File: src/rtl/nba_round_sched.sv
// nba_round_sched: runs NUM_ROUND number-baseball games back-to-back in hardware.
// Define NBA_SCHED_STATS_EN to track per-run max/min try counts.
module nba_round_sched #(
  parameter int NUM_ROUND = 1024,
  parameter int ADDR_W    = 10,
  parameter int MAX_TRY   = 200,
  parameter int RST_CYC   = 2
) (
  input  logic              clk,
  input  logic              reset,
  input  logic              start,
  output logic              ans_rd,
  output logic [ADDR_W-1:0] ans_addr,
  input  logic [15:0]       ans_rdata,
  output logic [15:0]       answer,
  output logic              game_rst_n,
  input  logic              correct,
  input  logic [15:0]       cnt,
  output logic [ADDR_W-1:0] round_idx,
  output logic              rec_valid,
  output logic [15:0]       rec_cnt,
  output logic              rec_timeout,
  output logic              busy,
  output logic              done,
  output logic [31:0]       total_cnt,
  output logic [ADDR_W:0]   timeout_cnt,
  output logic [15:0]       max_cnt,
  output logic [15:0]       min_cnt
);
  localparam int RW = (RST_CYC > 1) ? $clog2(RST_CYC) : 1;
  localparam logic [ADDR_W-1:0] LAST = ADDR_W'(NUM_ROUND - 1);
  localparam logic [15:0] MAXT = 16'(MAX_TRY);

  typedef enum logic [2:0] {
    S_IDLE, S_FETCH, S_LOAD, S_RESTART, S_PLAY, S_RECORD, S_DONE
  } state_t;

  state_t            state_q, state_d;
  logic [ADDR_W-1:0] round_q, round_d;
  logic [15:0]       answer_q, answer_d;
  logic [15:0]       rec_cnt_q, rec_cnt_d;
  logic              rec_to_q, rec_to_d;
  logic [RW-1:0]     rcnt_q, rcnt_d;
  logic [31:0]       total_q, total_d;
  logic [ADDR_W:0]   tocnt_q, tocnt_d;
  logic [32:0]       sum;
  logic              run_start;

  assign run_start = start && (state_q == S_IDLE || state_q == S_DONE);
  assign sum = {1'b0, total_q} + {17'd0, rec_cnt_q};

  always_comb begin
    state_d   = state_q;
    round_d   = round_q;
    answer_d  = answer_q;
    rec_cnt_d = rec_cnt_q;
    rec_to_d  = rec_to_q;
    rcnt_d    = rcnt_q;
    total_d   = total_q;
    tocnt_d   = tocnt_q;
    unique case (state_q)
      S_IDLE, S_DONE: begin
        if (start) begin
          state_d = S_FETCH;
          round_d = '0;
          total_d = '0;
          tocnt_d = '0;
        end
      end
      S_FETCH: state_d = S_LOAD;
      S_LOAD: begin
        answer_d = ans_rdata;
        rcnt_d   = RW'(RST_CYC - 1);
        state_d  = S_RESTART;
      end
      S_RESTART: begin
        if (rcnt_q == '0) state_d = S_PLAY;
        else rcnt_d = rcnt_q - 1'b1;
      end
      S_PLAY: begin
        // correct wins over a simultaneous try-limit hit
        if (correct) begin
          rec_cnt_d = cnt;
          rec_to_d  = 1'b0;
          state_d   = S_RECORD;
        end else if (cnt >= MAXT) begin
          rec_cnt_d = MAXT;
          rec_to_d  = 1'b1;
          state_d   = S_RECORD;
        end
      end
      S_RECORD: begin
        total_d = sum[32] ? 32'hFFFF_FFFF : sum[31:0];
        tocnt_d = tocnt_q + {ADDR_W'(0), rec_to_q};
        if (round_q == LAST) begin
          state_d = S_DONE;
        end else begin
          round_d = round_q + 1'b1;
          state_d = S_FETCH;
        end
      end
      default: state_d = S_IDLE;
    endcase
  end

  always_ff @(posedge clk or negedge reset) begin
    if (!reset) begin
      state_q   <= S_IDLE;
      round_q   <= '0;
      answer_q  <= '0;
      rec_cnt_q <= '0;
      rec_to_q  <= 1'b0;
      rcnt_q    <= '0;
      total_q   <= '0;
      tocnt_q   <= '0;
    end else begin
      state_q   <= state_d;
      round_q   <= round_d;
      answer_q  <= answer_d;
      rec_cnt_q <= rec_cnt_d;
      rec_to_q  <= rec_to_d;
      rcnt_q    <= rcnt_d;
      total_q   <= total_d;
      tocnt_q   <= tocnt_d;
    end
  end

`ifdef NBA_SCHED_STATS_EN
  logic [15:0] max_q, max_d, min_q, min_d;

  always_comb begin
    max_d = max_q;
    min_d = min_q;
    if (run_start) begin
      max_d = '0;
      min_d = '1;
    end else if (state_q == S_RECORD) begin
      if (rec_cnt_q > max_q) max_d = rec_cnt_q;
      if (rec_cnt_q < min_q) min_d = rec_cnt_q;
    end
  end

  always_ff @(posedge clk or negedge reset) begin
    if (!reset) begin
      max_q <= '0;
      min_q <= '1;
    end else begin
      max_q <= max_d;
      min_q <= min_d;
    end
  end

  assign max_cnt = max_q;
  assign min_cnt = min_q;
`else
  assign max_cnt = '0;
  assign min_cnt = '1;
`endif

  assign ans_rd      = (state_q == S_FETCH);
  assign ans_addr    = round_q;
  assign answer      = answer_q;
  assign game_rst_n  = (state_q == S_PLAY);
  assign round_idx   = round_q;
  assign rec_valid   = (state_q == S_RECORD);
  assign rec_cnt     = rec_cnt_q;
  assign rec_timeout = rec_to_q && (state_q == S_RECORD);
  assign busy        = (state_q != S_IDLE) && (state_q != S_DONE);
  assign done        = (state_q == S_DONE);
  assign total_cnt   = total_q;
  assign timeout_cnt = tocnt_q;
endmodule

File: config.mk
export PLATFORM = sky130hd
export DESIGN_NAME = nba_round_sched
export DESIGN_NICKNAME = d
export VERILOG_FILES = /design/src/rtl/nba_round_sched.sv
export SDC_FILE = /design/constraint.sdc
export NUM_CORES = 1
export LEC_CHECK = 0
export ABC_AREA = 1
export CAP_MARGIN = 20
export CORE_ASPECT_RATIO = 1.25
export CORE_UTILIZATION = 50
export DETAILED_ROUTE_END_ITERATION = 10
export GPL_ROUTABILITY_DRIVEN = 0
export GPL_TIMING_DRIVEN = 1
export PLACE_DENSITY = 0.85
export SLEW_MARGIN = 5
export SYNTH_ARGS = -nofsm -noshare
export SYNTH_HDL_FRONTEND = slang
export SYNTH_SLANG_ARGS = --single-unit
File: constraint.sdc
create_clock -name clk -period 3.8 [get_ports clk]
set_input_delay 0.57 -clock clk [delete_from_list [all_inputs] [get_ports clk]]
set_output_delay 0.57 -clock clk [all_outputs]
set_load 0.005 [all_outputs]
After elaboration in Yosys (flattened, before gate mapping)

Cells that the tools add are included.

Reduce and logical (&&, ||, !) cells: 12
Equal/unequal tests: 12
Order comparisons: 1
Add/subtract/negate cells: 4
Mux-type cells: 20

Operators with widths:

| kind                  | number |
|---|---|
| $mux 32               | 2 |
| $pmux 32 s2           | 1 |
| $add 32x16->33        | 1 |
| $mux 16               | 2 |
| $pmux 11 s2           | 1 |
| $mux 10               | 2 |
| $pmux 10 s2           | 1 |
| $pmux 3 s6            | 1 |
| $ge 16x8->1 const B   | 1 |
| $mux 3                | 5 |
| $add 11x1->11         | 1 |
| $mux 11               | 1 |
| $add 10x1->10 const B | 1 |
| $eq 10x10->1 const B  | 1 |
| $eq 3x3->1 const B    | 3 |
| $eq 3x2->1 const B    | 2 |
| $ne 2x2->1 const B    | 3 |
| $reduce_and 3->1      | 2 |
| $reduce_bool 2->1     | 3 |
| $reduce_and 2->1      | 2 |
| $eq 3x1->1 const B    | 1 |
| $logic_not 3->1       | 1 |
| $mux 1                | 3 |
| $ne 3x1->1 const B    | 1 |
| 6 further kinds       | 7 |

Input bits: 36
Register bits after elaboration: 90
Output and inout bits: 133

Depth between registers and ports, before layout

Depth in word-level cells: 4
Depth in mapped cells: 14
Depth with buffers taken out: 14

Least setup slack after synthesis

No wires, ideal clock.

Path kind: reg-to-reg
Start point: register rec_cnt_q[0], in the netlist rec_cnt[0]
End point: register total_q[4], in the netlist total_cnt[4]
Required time: 3.677 ns
Slack: 1.636 ns
Setup time: 0.123 ns
Period minus slack after synthesis: 2.164 ns
Arrival: 2.041 ns
Cell stages (with the launch flop): 15
Path through: dfrtp_1 -> ha_1 -> fa_1 -> nand2_1 -> nand2_1 -> and2_4 -> nand2_1 -> nand2_1 -> nand3_1 -> nand2_2 -> nand2_4 -> inv_2 -> buf_6 -> o21ai_0 -> nand2_1

Word-level cells in the longest chain between the ends: 3

Ends and longest elaborated chain:

| item                     | RTL line | text |
|---|---|---|
| start: declaration       | 41       | `logic [15:0] rec_cnt_q, rec_cnt_d;` |
| start signal: assignment | 120      | `rec_cnt_q <= rec_cnt_d;` |
| $add 32x16->33           | 50       | `assign sum = {1'b0, total_q} + {17'd0, rec_cnt_q};` |
| $mux 32                  | 93       | `total_d = sum[32] ? 32'hFFFF_FFFF : sum[31:0];` |
| $pmux 32 s2              | 61       | `unique case (state_q)` |
| end signal: assignment   | 123      | `total_q <= total_d;` |
| end: declaration         | 44       | `logic [31:0] total_q, total_d;` |

No other way between the ends.
A chain may end at the register's enable or synchronous reset.

Worst setup path after layout

Start point: register state_q[1]
End point: output rec_valid

Word-level cells in the longest chain between the ends: 1

Ends and longest elaborated chain:

| item                     | RTL line | text |
|---|---|---|
| start: declaration       | 38       | `state_t state_q, state_d;` |
| start signal: assignment | 117      | `state_q <= state_d;` |
| $eq 3x3->1               | 165      | `assign rec_valid = (state_q == S_RECORD);` |
| end: declaration         | 20       | `output logic rec_valid,` |

No other way between the ends.

==> impl_metrics.yaml <==
outcome:
  status: "completed"
drt:
  met2_wirelength_mm: 7.25
  wire_per_inst_um: 13.5
  wl_mm: 14.4
  dr.max_layer_used: "met4"
  drt_pass1_iterations: 5
  ant_nets: 0
  via_per_inst: 5.17
  route.detailed.drc: 0
  met3WireLength_um: 832
  wl_met1_mm: 5.91
  vias: 5516
  drt_iter0_drc: 302
worst_setup_path:
  reg2reg_to: "total_cnt[13]"
  rr_worst_depth: 13
  cp_slowest_cell: "clkdlybuf4s50_1"
  critical_path.max_stage_delay_ns: 0.60
  arrival_ns: 2.09
  rr_startpoint: "rec_cnt[0]"
  path_cells: "inv_2 -> nand2_2 -> nor2_4 -> buf_4 -> clkdlybuf4s50_1"
  r2r_setup_slack_ns: 1.32
  start_kind: "flip-flop"
  end_kind: "primary output"
  worstPathRequired_ns: 3.23
  crit_fanout: 45
  critPathKind: "reg2out"
clocking:
  clkSlewWorstSetupHoldPaths_ns: 0.07
  ctsHoldBuffers: 0
  cts_sinks: 90
  cts_resized: 0
  cts_tree: "built"
  clockBufferDepth: 2
  numCtsBuffers: 9
  htreeDepth: 3
  insertion_delay_ns: 0.35
  postCtsSetupBuffers: 0
  root_buffer: "clkbuf_16"
floorplanning:
  core-area_mm2: 0.0113
  die_x_um: 99.0
  dieArea_mm2: 0.0122
  dieHeight_um: 123
  rows: 43
  start_util: 0.521
  pin_count: 169
timing:
  rsz0062_at_grt: "false"
  post-route-period-util: 0.701
  hold_viol_final: 0
  slew_viol_final: 0
  final.setup.tns_ns: 0
  finClkSkew_ns: 0.00760
  min_period_ns: 2.66
  setup_viol: 0
  fmaxAchievable_mhz: 375
  worstMarginPinSlew_ns: 0.717
  maxSlewHeadroom: 0.521
synth:
  ys_seq_elements: 90
  synth-async-reset-ratio: 1.00
  avgSynthCellArea_um2: 7.35
  synth_edf_count: 0
  yosys_warnings: 0
  ys.flop_type: "dfrtp_1"
  synth.cell_area_mm2: 0.00588
  yosys.cell_types.count: 45
  ys_seq_area_frac: 0.383
  synth_cells: 800
global_routing:
  grt_max_degree: 46
  overflow: 0
  grt_usage: 0.247
  antenna_found_initial: 0
  grt_pass1_vias: 5146
  grt_pass1_wl_mm: 23.7
place:
  dp_hpwl_mm: 10.8
  portBuffers: 136
layout:
  area_growth_pct: 26.6
  fillers: 976
  final_nets: 983
  diodes: 0
  drive_above_1_share: 0.0601
power:
  p_per_area_mw_per_mm2: 584
  ir_drop_uv: 333
  power_mw: 4.35
  leakagePower_nw: 3.81
run:
  cap_violations: 0
min_path:
  hp-class: "in2async"
==> worst max path at each step <==
| stage | startpoint | end | slack (ns) | cells past startpoint |
|---|---|---|---|---|
| finish | state_q[1] | rec_valid | 1.14 | 5 |
| CTS | state_q[1] | rec_valid | 1.15 | 5 |
| detailed placement | rec_cnt[0] | total_cnt[13] | 1.37 | 13 |
| floorplan | rec_cnt[0] | total_cnt[4] | 1.64 | 14 |
| global placement | cnt[13] | rec_cnt[0] | 1.45 | 9 |
| global route | state_q[1] | rec_valid | 1.06 | 5 |
==> cell families (layout without fill, tap and decap cells) <==
family,count (synthesis),after routing,synth area share
other cells,2,32,0.00128
xor+xnor,17,17,0.0253
compound gates,82,82,0.0795
flops,90,90,0.383
fa+ha+maj,20,20,0.0438
simple gates,408,408,0.295
buf+inv,164,266,0.140
mux,17,17,0.0323
==> worst max-delay path: cells and delay by family (launching register included) <==
kind	cells	cell delay, ns
DFF	1	0.42
and+or+nand+nor	2	0.20
buffers and inverters	3	1.08
==> synthesized netlist by cell type (2+ instances only) <==
| library cell | instances | area share |
|---|---|---|
| nand2_4 | 2 | 0.0038 |
| nor3_1 | 17 | 0.014 |
| nor2_2 | 3 | 0.0032 |
| nand2_1 | 262 | 0.17 |
| or2_1 | 3 | 0.0032 |
| xnor2_1 | 4 | 0.0060 |
| dfrtp_1 | 90 | 0.38 |
| nand3b_1 | 2 | 0.0026 |
| nand3_1 | 62 | 0.053 |
| ha_1 | 19 | 0.040 |
| inv_2 | 5 | 0.0032 |
| o21ai_0 | 40 | 0.034 |
| inv_1 | 105 | 0.067 |
| nor2_1 | 38 | 0.024 |
| nand4_1 | 9 | 0.0096 |
| xor2_1 | 13 | 0.019 |
| buf_2 | 4 | 0.0034 |
| o21bai_1 | 2 | 0.0026 |
| o22a_1 | 2 | 0.0030 |
| mux2_2 | 16 | 0.031 |
| buf_6 | 4 | 0.0077 |
| a22o_1 | 9 | 0.013 |
| buf_4 | 42 | 0.054 |
| o21ai_1 | 3 | 0.0026 |
| a21oi_1 | 21 | 0.018 |
| nand2_2 | 3 | 0.0032 |
| conb_1 | 2 | 0.0013 |
==> state kept, by name, summed over array words and instances (netlist names) <==
signal and count:
state_q 3, timeout_cnt 11, rec_to_q 1, rec_cnt 16, ans_addr 10, total_cnt 32, rcnt_q 1, answer 16
==> power breakdown <==
group          switching (mW)  internal, mW  total (mW)  leakage, nW
combinational            1.02         0.973        1.99         2.48
sequential              0.220          1.22        1.44         1.18
clock                   0.398         0.514       0.913        0.146
total                    1.64          2.71        4.35         3.81
==> layout by cell type (no fill, tap or decap), types with 2 or more instances in the layout <==
cell / Yosys / final
a21oi_1: 21 / 21
a22o_1: 9 / 9
buf_4: 42 / 4
clkbuf_16: 0 / 9
clkdlybuf4s50_1: 0 / 135
clkinv_4: 0 / 3
conb_1: 2 / 32
dfrtp_1: 90 / 90
ha_1: 19 / 19
inv_1: 105 / 105
inv_2: 5 / 5
mux2_2: 16 / 16
nand2_1: 262 / 262
nand2_2: 3 / 3
nand2_4: 2 / 2
nand3_1: 62 / 62
nand3b_1: 2 / 2
nand4_1: 9 / 9
nor2_1: 38 / 38
nor2_2: 3 / 3
nor3_1: 17 / 17
o21ai_0: 40 / 40
o21ai_1: 3 / 3
o21bai_1: 2 / 2
o22a_1: 2 / 2
or2_1: 3 / 3
xnor2_1: 4 / 4
xor2_1: 13 / 13
==> per-stage QoR <==
step | area (µm²) | setup WS (ns) | util | hold slack, ns | instances
final | 7450 | 1.14 | 0.659 | 0.0677 | 1067
after global routing | 7450 | 1.06 | 0.659 | 0.0739 | 1067
after CTS | 7450 | 1.15 | 0.659 | 0.0652 | 1067
after detailed placement | 7140 | 1.37 | 0.632 | 0.437 | 1051
after global placement | 7140 | 1.45 | 0.632 | 0.437 | 1051
after floorplan | 6000 | 1.64 | - | 0.274 | 830
==> final cells by class <==
| cell class | instances | area (µm²) | share of cell area |
|---|---|---|---|
| tap | 135 | 169 | 0.0227 |
| inverter | 111 | 419 | 0.0563 |
| clock inverter | 7 | 77.6 | 0.0104 |
| clock buffer | 9 | 225 | 0.0302 |
| sequential | 90 | 2250 | 0.302 |
| timing repair buffer | 139 | 1380 | 0.185 |
| multi-input combinational | 576 | 2920 | 0.392 |
==> routing by layer <==
metal	global-route usage	vias up
li1	-	2730
met4	0.105	0
met2	0.453	198
met3	0.0390	29
met5	0	-
met1	0.286	2559
Note: power is estimated with default switching activity, not from simulation.
